$ cat src/rtl/spi_tx_arbiter_pkg.sv
// Shared state encoding and width helper for the SPI write-channel arbiter.
package spi_tx_arbiter_pkg;

  typedef enum logic [1:0] {
    ST_IDLE      = 2'd0,
    ST_ISSUE     = 2'd1,
    ST_WAIT_BUSY = 2'd2,
    ST_WAIT_DONE = 2'd3
  } arb_state_t;

  // ceil(log2(n)) but never below 1, so single-bit fields stay legal
  function automatic int clog2_min1(input int n);
    int r;
    r = 0;
    while ((1 << r) < n) r++;
    return (r < 1) ? 1 : r;
  endfunction

endpackage

$ cat src/rtl/spi_tx_arbiter_rr_priority_pick.sv
// Round-robin pick: rotate requests so ptr lands at bit 0, find first one, rotate back.
module rr_priority_pick #(
  parameter int NUM_REQ = 4,
  parameter int ID_W    = 2
) (
  input  logic [NUM_REQ-1:0] i_req,
  input  logic [ID_W-1:0]    i_ptr,
  output logic               o_any,
  output logic [ID_W-1:0]    o_idx
);

  logic [NUM_REQ-1:0] w_rot;
  logic [ID_W-1:0]    w_off;

  always_comb begin
    w_rot = '0;
    for (int k = 0; k < NUM_REQ; k++) begin
      w_rot[k] = i_req[ID_W'((int'(i_ptr) + k) % NUM_REQ)];
    end
  end

  // Scanning downwards leaves the lowest set offset as the winner
  always_comb begin
    w_off = '0;
    for (int k = NUM_REQ - 1; k >= 0; k--) begin
      if (w_rot[k]) w_off = ID_W'(k);
    end
  end

  assign o_any = |i_req;
  assign o_idx = ID_W'((int'(i_ptr) + int'(w_off)) % NUM_REQ);

endmodule

$ cat src/rtl/spi_tx_arbiter.sv
// Round-robin arbiter sharing one SPI_MASTER write channel (WR/DATA/BUSY) among requesters.
module spi_tx_arbiter
  import spi_tx_arbiter_pkg::*;
#(
  parameter int  NUM_REQ      = 4,
  parameter int  DATA_W       = 64,
  parameter int  BUSY_TIMEOUT = 16,
  localparam int ID_W         = clog2_min1(NUM_REQ)
) (
  input  logic                      i_clk,
  input  logic                      i_reset,
  input  logic [NUM_REQ-1:0]        i_req,
  input  logic [NUM_REQ*DATA_W-1:0] i_data_in,
  output logic [NUM_REQ-1:0]        o_ack,
  output logic [NUM_REQ-1:0]        o_done,
  output logic                      o_timeout,
  output logic [ID_W-1:0]           o_grant_id,
  output logic                      o_m_wr,
  output logic [DATA_W-1:0]         o_m_data,
  input  logic                      i_m_busy
);

  localparam int CNT_W = clog2_min1(BUSY_TIMEOUT);

  arb_state_t          r_state, w_state_nxt;
  logic [ID_W-1:0]     r_ptr, w_ptr_nxt;
  logic [ID_W-1:0]     r_grant, w_grant_nxt;
  logic [CNT_W-1:0]    r_cnt, w_cnt_nxt;
  logic [NUM_REQ-1:0]  r_ack, w_ack_nxt;
  logic [NUM_REQ-1:0]  r_done, w_done_nxt;
  logic                r_timeout, w_timeout_nxt;
  logic                r_wr, w_wr_nxt;
  logic [DATA_W-1:0]   r_data, w_data_nxt;

  logic                w_any;
  logic [ID_W-1:0]     w_pick;
  logic [ID_W-1:0]     w_ptr_after;
  logic [DATA_W-1:0]   w_lane [NUM_REQ];

  for (genvar i = 0; i < NUM_REQ; i++) begin : g_lane
    assign w_lane[i] = i_data_in[i*DATA_W +: DATA_W];
  end

  rr_priority_pick #(
    .NUM_REQ (NUM_REQ),
    .ID_W    (ID_W)
  ) u_pick (
    .i_req (i_req),
    .i_ptr (r_ptr),
    .o_any (w_any),
    .o_idx (w_pick)
  );

  assign w_ptr_after = (r_grant == ID_W'(NUM_REQ - 1)) ? '0 : r_grant + 1'b1;

  // Registered outputs are computed one cycle early so WR/ACK appear in ISSUE itself
  always_comb begin
    w_state_nxt   = r_state;
    w_ptr_nxt     = r_ptr;
    w_grant_nxt   = r_grant;
    w_cnt_nxt     = r_cnt;
    w_data_nxt    = r_data;
    w_ack_nxt     = '0;
    w_done_nxt    = '0;
    w_timeout_nxt = 1'b0;
    w_wr_nxt      = 1'b0;
    case (r_state)
      ST_IDLE: begin
        if (!i_m_busy && w_any) begin
          w_grant_nxt = w_pick;
          w_data_nxt  = w_lane[w_pick];
          w_wr_nxt    = 1'b1;
          w_ack_nxt   = NUM_REQ'(1) << w_pick;
          w_state_nxt = ST_ISSUE;
        end
      end
      ST_ISSUE: begin
        w_cnt_nxt   = '0;
        w_state_nxt = ST_WAIT_BUSY;
      end
      ST_WAIT_BUSY: begin
        if (i_m_busy) begin
          w_state_nxt = ST_WAIT_DONE;
        end else if (r_cnt == CNT_W'(BUSY_TIMEOUT - 1)) begin
          w_timeout_nxt = 1'b1;
          w_ptr_nxt     = w_ptr_after;
          w_state_nxt   = ST_IDLE;
        end else begin
          w_cnt_nxt = r_cnt + 1'b1;
        end
      end
      ST_WAIT_DONE: begin
        if (!i_m_busy) begin
          w_done_nxt  = NUM_REQ'(1) << r_grant;
          w_ptr_nxt   = w_ptr_after;
          w_state_nxt = ST_IDLE;
        end
      end
      default: w_state_nxt = ST_IDLE;
    endcase
  end

  always_ff @(posedge i_clk) begin
    if (i_reset) begin
      r_state   <= ST_IDLE;
      r_ptr     <= '0;
      r_grant   <= '0;
      r_cnt     <= '0;
      r_data    <= '0;
      r_ack     <= '0;
      r_done    <= '0;
      r_timeout <= 1'b0;
      r_wr      <= 1'b0;
    end else begin
      r_state   <= w_state_nxt;
      r_ptr     <= w_ptr_nxt;
      r_grant   <= w_grant_nxt;
      r_cnt     <= w_cnt_nxt;
      r_data    <= w_data_nxt;
      r_ack     <= w_ack_nxt;
      r_done    <= w_done_nxt;
      r_timeout <= w_timeout_nxt;
      r_wr      <= w_wr_nxt;
    end
  end

  assign o_ack      = r_ack;
  assign o_done     = r_done;
  assign o_timeout  = r_timeout;
  assign o_grant_id = r_grant;
  assign o_m_wr     = r_wr;
  assign o_m_data   = r_data;

endmodule

$ cat config.mk
export PLATFORM = sky130hd
export DESIGN_NAME = spi_tx_arbiter
export DESIGN_NICKNAME = d
export VERILOG_FILES = /design/src/rtl/spi_tx_arbiter_pkg.sv /design/src/rtl/spi_tx_arbiter_rr_priority_pick.sv /design/src/rtl/spi_tx_arbiter.sv
export SDC_FILE = /design/constraint.sdc
export NUM_CORES = 1
export LEC_CHECK = 0
export BUFFER_PORTS_ARGS = -buffer_cell sky130_fd_sc_hd__buf_2
export CAP_MARGIN = 10
export CORE_MARGIN = 4
export CORE_UTILIZATION = 49
export CTS_CLUSTER_SIZE = 10
export DETAILED_ROUTE_END_ITERATION = 6
export GPL_TIMING_DRIVEN = 0
export PLACE_DENSITY = 0.81
export SLEW_MARGIN = 20
export SYNTH_ARGS = -nofsm -noshare
export SYNTH_HDL_FRONTEND = slang
export SYNTH_SLANG_ARGS = --single-unit
$ cat constraint.sdc
create_clock -name i_clk -period 7.8 [get_ports i_clk]
set_input_delay 1.17 -clock i_clk [delete_from_list [all_inputs] [get_ports i_clk]]
set_output_delay 1.17 -clock i_clk [all_outputs]
set_load 0.05 [all_outputs]
# --- Word-level counts from Yosys, hierarchy flattened ---
# Cells that the tools add are included.
classes:
  n_shift: 2
  n_eq_ne: 11
  add_sub_neg: 6
  n_lt_le_gt_ge: 5
  muxes: 34
  reduce_logical: 14
  bitwise_logic: 5
op_table:
  columns: ["op", "n"]
  rows:
  - ["64-bit binary-select mux with 2-bit select", 1]
  - ["64-bit two-way mux", 2]
  - ["2-bit two-way mux", 12]
  - ["2-bit by 4-bit < comparator with 1-bit output (second input constant)", 4]
  - ["1-bit two-way mux", 10]
  - ["2-bit != test (second input constant)", 5]
  - ["3-bit OR reduction", 3]
  - ["1-bit binary-select mux with 2-bit select", 4]
  - ["4-bit two-way mux", 2]
  - ["2-bit case mux with 4 select lines", 1]
  - ["4-bit case mux with 2 select lines", 1]
  - ["1-bit by 2-bit << shifter with 4-bit output (first input constant)", 2]
  - ["2-bit equality test (second input constant)", 3]
  - ["3-bit AND reduction", 2]
  - ["2-bit by 1-bit adder with 2-bit output (second input constant)", 2]
  - ["2-bit adder (second input constant)", 2]
  - ["4-bit by 1-bit adder with 4-bit output (second input constant)", 1]
  - ["4-bit equality test (second input constant)", 1]
  - ["1-bit NOT", 4]
  - ["2-bit case mux with 2 select lines", 1]
  - ["4-bit AND reduction", 1]
  - ["2-bit nonzero test", 2]
  - ["4-bit OR reduction", 1]
  - ["3-bit greater-or-equal comparator (second input constant)", 1]
  - ["9 further kinds", 9]
word_totals:
  wordCells: 86
  out_inout_bits: 76
  in_bits: 263
  register_bits: 84

# --- Depth between registers and ports, before layout ---
logic_depth:
  word_depth: 13
  mapped_depth: 14
  ltp_nobuf: 10

# --- Cells and area by module ---
# A second synthesis with hierarchy kept.
hier_totals:
  cells_unflattened: 329
  hier_area_um2: 4403.0
by_module_without_submodules:
  columns: ["mod", "area_each_um2", "n_inst", "seq_area_each_um2", "cells_per_inst"]
  rows:
  - ["spi_tx_arbiter", 4236.6, 1, 1681.6, 304]
  - ["rr_priority_pick", 166.4, 1, 0.0, 25]

# --- Worst setup path after synthesis ---
# Ideal clock, no wire load.
synth_timing:
  kind: "input-to-reg"
  start: "input i_req[1]"
  end: "register r_data[10], in the netlist o_m_data[10]"
  path_stages: 13
  t_required_ns: 7.705
  path_buffers: 5
  setup_time_ns: 0.095
  t_arrival_ns: 3.406
  slack_ns: 4.298
  path_cell_list: "buf_2 -> nor2_1 -> or4_1 -> nand3_1 -> ha_1 -> clkbuf_1 -> clkbuf_1 -> clkbuf_1 -> clkbuf_1 -> nand2_1 -> a211oi_1 -> o21ai_0 -> o311ai_1"
synth_between:
  elab_chain_len: 12
  word_cells_on_any_way: 24
  cone_classes: "add/sub (1); mux (19); bitwise (1); reduce/logical (3)"
synth_lines:
  columns: ["element", "line_no", "source"]
  rows:
  - ["start: declaration", "spi_tx_arbiter.sv:12", "input logic [NUM_REQ-1:0] i_req,"]
  - ["1-bit binary-select mux with 2-bit select", "spi_tx_arbiter_rr_priority_pick.sv:18", "w_rot[k] = i_req[ID_W'((int'(i_ptr) + k) % NUM_REQ)];"]
  - ["1-bit two-way mux (implied by the code) (2 in series)", "spi_tx_arbiter_rr_priority_pick.sv:18", null]
  - ["2-bit two-way mux (3 in series)", "spi_tx_arbiter_rr_priority_pick.sv:26", "if (w_rot[k]) w_off = ID_W'(k);"]
  - ["2-bit two-way mux (*)", "spi_tx_arbiter_rr_priority_pick.sv:26", null]
  - ["2-bit adder (*)", "spi_tx_arbiter_rr_priority_pick.sv:31", "assign o_idx = ID_W'((int'(i_ptr) + int'(w_off)) % NUM_REQ);"]
  - ["net u_pick.o_idx[0]", "spi_tx_arbiter_rr_priority_pick.sv:9", "output logic [ID_W-1:0] o_idx"]
  - ["2-bit NOT with 3-bit output (implied by the code) (*)", "spi_tx_arbiter.sv:71", "w_data_nxt = w_lane[w_pick];"]
  - ["64-bit binary-select mux with 2-bit select (*)", "spi_tx_arbiter.sv:71", null]
  - ["64-bit two-way mux (implied by the code) (*) (2 in series)", "spi_tx_arbiter.sv:71", null]
  - ["end signal: assignment", "spi_tx_arbiter.sv:119", "r_data <= w_data_nxt;"]
  - ["end: declaration", "spi_tx_arbiter.sv:33", "logic [DATA_W-1:0] r_data, w_data_nxt;"]
# The timed path passes the listed nets; every way through them passes the cells marked *. The select of a mux whose other input is x is not followed.
# A chain may end at the register's enable or synchronous reset.

# --- Final worst setup path ---
layout_timing:
  start: "input i_req[0]"
  end: "register r_data[55], in the netlist o_m_data[55]"
# Same word-level chain as after synthesis.

==> results.py <==
metrics = {
    "cts": {
        "cts_made_buffers": 9,
        "tritoncts": "yes",
        "clock_sinks": 84,
        "max-clock-path-buffers": 2,
        "post-cts-setup-buffer-count": 0,
        "cts.htree.levels": 3,
        "clock_latency_ns": 0.37,
        "cts-root-buf": "clkbuf_16",
        "clk_pin_slew_ns": 0.08,
        "postCtsHoldBufs": 0,
        "post_cts.resized_instances": 0,
    },
    "finish": {
        "areaGrowthSynthToFinish_pct": 28.0,
        "layout-drive-gt1-share": 0.259,
        "final_cell_area_um2": 10300,
        "stdcell_count": 1768,
        "final.fill_count": 1548,
        "fin_nets": 1807,
    },
    "worst_setup_path": {
        "required_ns": 8.07,
        "critPathKind": "input pin to flop",
        "crit_arrival_ns": 4.97,
        "worst-path-max-fanout": 10,
        "cp-end-kind": "flop",
        "timing.critical_path.from_type": "input pin",
        "crit_path_top_delay_cell": "clkbuf_1",
        "maximum_cell_stage_delay_along_the_critical_path_ns": 0.63,
        "path_common_cell": "clkbuf_1",
        "timing.critical_path.cells": "buf_2, nand2b_1, o22ai_1, o21ai_0, nand3_1, ha_1, clkbuf_1, clkbuf_1, clkbuf_1, clkbuf_1, nand2_1, a211oi_1, o21ai_0, o311ai_1",
    },
    "global_routing": {
        "grt_remaining_overflow": 0,
        "grt_pass1_vias": 10500,
        "grt_first_pass_wirelength_um": 57200,
        "number_of_antenna_violations_at_the_first_check_in_global_routing": 5,
        "globalRouteTotalUtil": 0.388,
        "grt_start_max_net_pins": 19,
    },
    "power_and_ir_drop": {
        "power.density_cell_area_nw_per_um2": 160,
        "vdd_ir_drop_max_v": 0.000119,
        "leakage_power_uw": 0.00467,
    },
    "sta": {
        "final.setup.tns_ns": 0,
        "timing.clock.skew_ns": 0.0109,
        "timing_worst_slew_pin_value_ns": 1.07,
        "max_freq_mhz": 213,
        "setup_repair_after_global_routing_missed_its_margin": "no",
        "timing_hold_violations_final": 0,
        "slew_headroom": 0.287,
        "setup_viol": 0,
        "fin_crit_sh": 0.603,
        "maxSlewViolCount": 0,
        "final_period_minus_worst_setup_slack_ns": 4.70,
    },
    "placed_design": {
        "numPlacedInstances": 1746,
        "detailed_placement_hpwl_um": 27100,
        "placedInstanceArea_um2": 10000,
        "port-buffer-count": 336,
        "last_weighted_congestion_value_of_the_routability_driven_placer": 0.980,
    },
    "min_path": {
        "min-delay-path-class": "flop to flop",
    },
    "drt": {
        "drcViolationCount": 1,
        "vias_per_cell": 6.53,
        "final_antenna_net_count": 0,
        "drt_iter0_drc": 1518,
        "first_pass_iters": 7,
        "detail_route.wl_per_cell_um": 21.5,
        "routed_wl_um": 38000,
        "vias": 11500,
    },
    "yosys": {
        "synth_area_um2": 8080,
        "mappedNetlistNets": 1460,
        "synth_compound_area_frac": 0.333,
        "synth-xor-area-share": 0.00542,
        "yosys.cell_types.count": 40,
        "yosysSeqAreaShare": 0.208,
        "adder_cell_fraction_of_synth_area": 0.00464,
        "synthesis.area_per_instance_um2": 6.77,
        "postSynth.asyncResetShare": 0,
        "synth.mux.area_fraction": 0.00975,
        "synth_top_family_by_area": "simple AND/OR/NAND/NOR gates",
        "synth-main-ff-cell": "dfxtp_1",
        "synth-warning-count": 0,
        "synth_edf_count": 0,
        "postSynthCellCount": 1194,
        "synthSimpleGateAreaFrac": 0.360,
        "synth.ff_latch_count": 84,
    },
    "die": {
        "die-area_um2": 18600,
        "core_rows": 46,
        "placeableCoreArea_um2": 16000,
        "num_io_pins": 339,
        "fp.dieW_um": 136,
        "start_util": 0.505,
        "die_h_um": 136,
    },
    "job": {
        "timing.max_cap.violations": 0,
    },
    "status": {
        "run_status": "complete, but fails checks",
        "violations": "DRC",
    },
}
==> logic make-up (layout without fill, tap and decap cells) <==
family | Yosys count | count (layout)
DFF | 84 | 84
xor gates and xnor gates | 5 | 5
and+or+nand+nor | 561 | 561
buffers and inverters | 143 | 495
other | 0 | 6
muxes | 7 | 7
AOI/OAI and AO/OA | 391 | 391
adders and majority gates | 3 | 3
==> Yosys cell counts (5+ instances only) <==
cell type | n | area [um2]
a211oi_1 | 127 | 953
nand2_1 | 199 | 747
nor3_1 | 5 | 25.0
a22oi_1 | 63 | 473
clkbuf_1 | 93 | 349
nand2b_1 | 129 | 807
buf_1 | 8 | 30.0
nor4_1 | 6 | 37.5
buf_2 | 33 | 165
o21ai_0 | 128 | 641
dfxtp_1 | 84 | 1680
and3_1 | 129 | 807
nor2_1 | 13 | 48.8
o311ai_1 | 61 | 534
nand3_1 | 66 | 330
buf_6 | 7 | 78.8
==> final cells by class <==
cell class / count / area (um2) / area share
Multi-Input combinational cell: 967 / 5770 / 0.557
Sequential cell: 84 / 1680 / 0.163
Timing Repair Buffer: 336 / 1680 / 0.163
Buffer: 142 / 631 / 0.0610
Tap cell: 216 / 270 / 0.0261
Clock buffer: 9 / 225 / 0.0218
Clock inverter: 7 / 71.3 / 0.00689
Antenna cell: 6 / 15.0 / 0.00145
Inverter: 1 / 3.75 / 0.000363
==> critical path, delay by kind of cell <==
kind / cells / cell delay [ns]
buffers and inverters: 5 / 2.36
AO/OA/AOI/OAI: 5 / 0.74
AND/OR/NAND/NOR: 3 / 0.38
adder cells (fa/ha/maj): 1 / 0.31
==> report_power, final <==
| group | switching [uW] | internal (uW) | total [uW] |
|---|---|---|---|
| Sequential | 24.8 | 468 | 493 |
| Combinational | 456 | 241 | 697 |
| Clock | 235 | 229 | 465 |
==> flip-flops by register name (all words and copies together), names as in the netlist <==
signal      flops
o_m_data       64
o_ack           4
o_done          4
r_cnt           4
o_grant_id      2
r_ptr           2
r_state         2
o_m_wr          1
o_timeout       1
==> per-layer routing <==
| metal | GRT usage | wire [um] |
|---|---|---|
| met1 | 0.504 | 14200 |
| met2 | 0.612 | 16800 |
| met3 | 0.0833 | 4890 |
| met4 | 0.183 | 2080 |
| met5 | 0 | 23 |
==> final timing paths <==
path | startpoint | end | slack [ns] | cells after the start
setup / recovery | i_req[0] | o_m_data[55] | 3.10 | 14
hold / removal | o_m_data[11] | o_m_data[11] | 0.46 | 2
setup reg to reg | r_ptr[0] | o_m_data[55] | 3.58 | 12
hold reg to reg | o_m_data[11] | o_m_data[11] | 0.46 | 2
==> layout by cell type (no fill, tap or decap), types with 4 or more instances in the layout <==
cell       netlist  final
buf_2           33    369
nand2_1        199    199
nand2b_1       129    129
and3_1         129    129
o21ai_0        128    128
a211oi_1       127    127
clkbuf_1        93     93
dfxtp_1         84     84
nand3_1         66     66
a22oi_1         63     63
o311ai_1        61     61
nor2_1          13     13
clkbuf_16        0      9
buf_1            8      8
buf_6            7      7
diode_2          0      6
nor4_1           6      6
nor3_1           5      5
inv_8            0      4
==> per-stage QoR <==
step            util  total power [uW]  hold WS [ns]  setup slack, ns
2_1_floorplan      -               942         0.453             4.30
3_3_place_gp   0.627              1170         0.437             2.98
3_5_place_dp   0.627              1180         0.444             2.93
4_1_cts        0.646              1630         0.462             3.26
5_1_grt        0.646              1720         0.478             2.85
6_report       0.647              1650         0.461             3.10
Power figures use the tool's default switching activity.
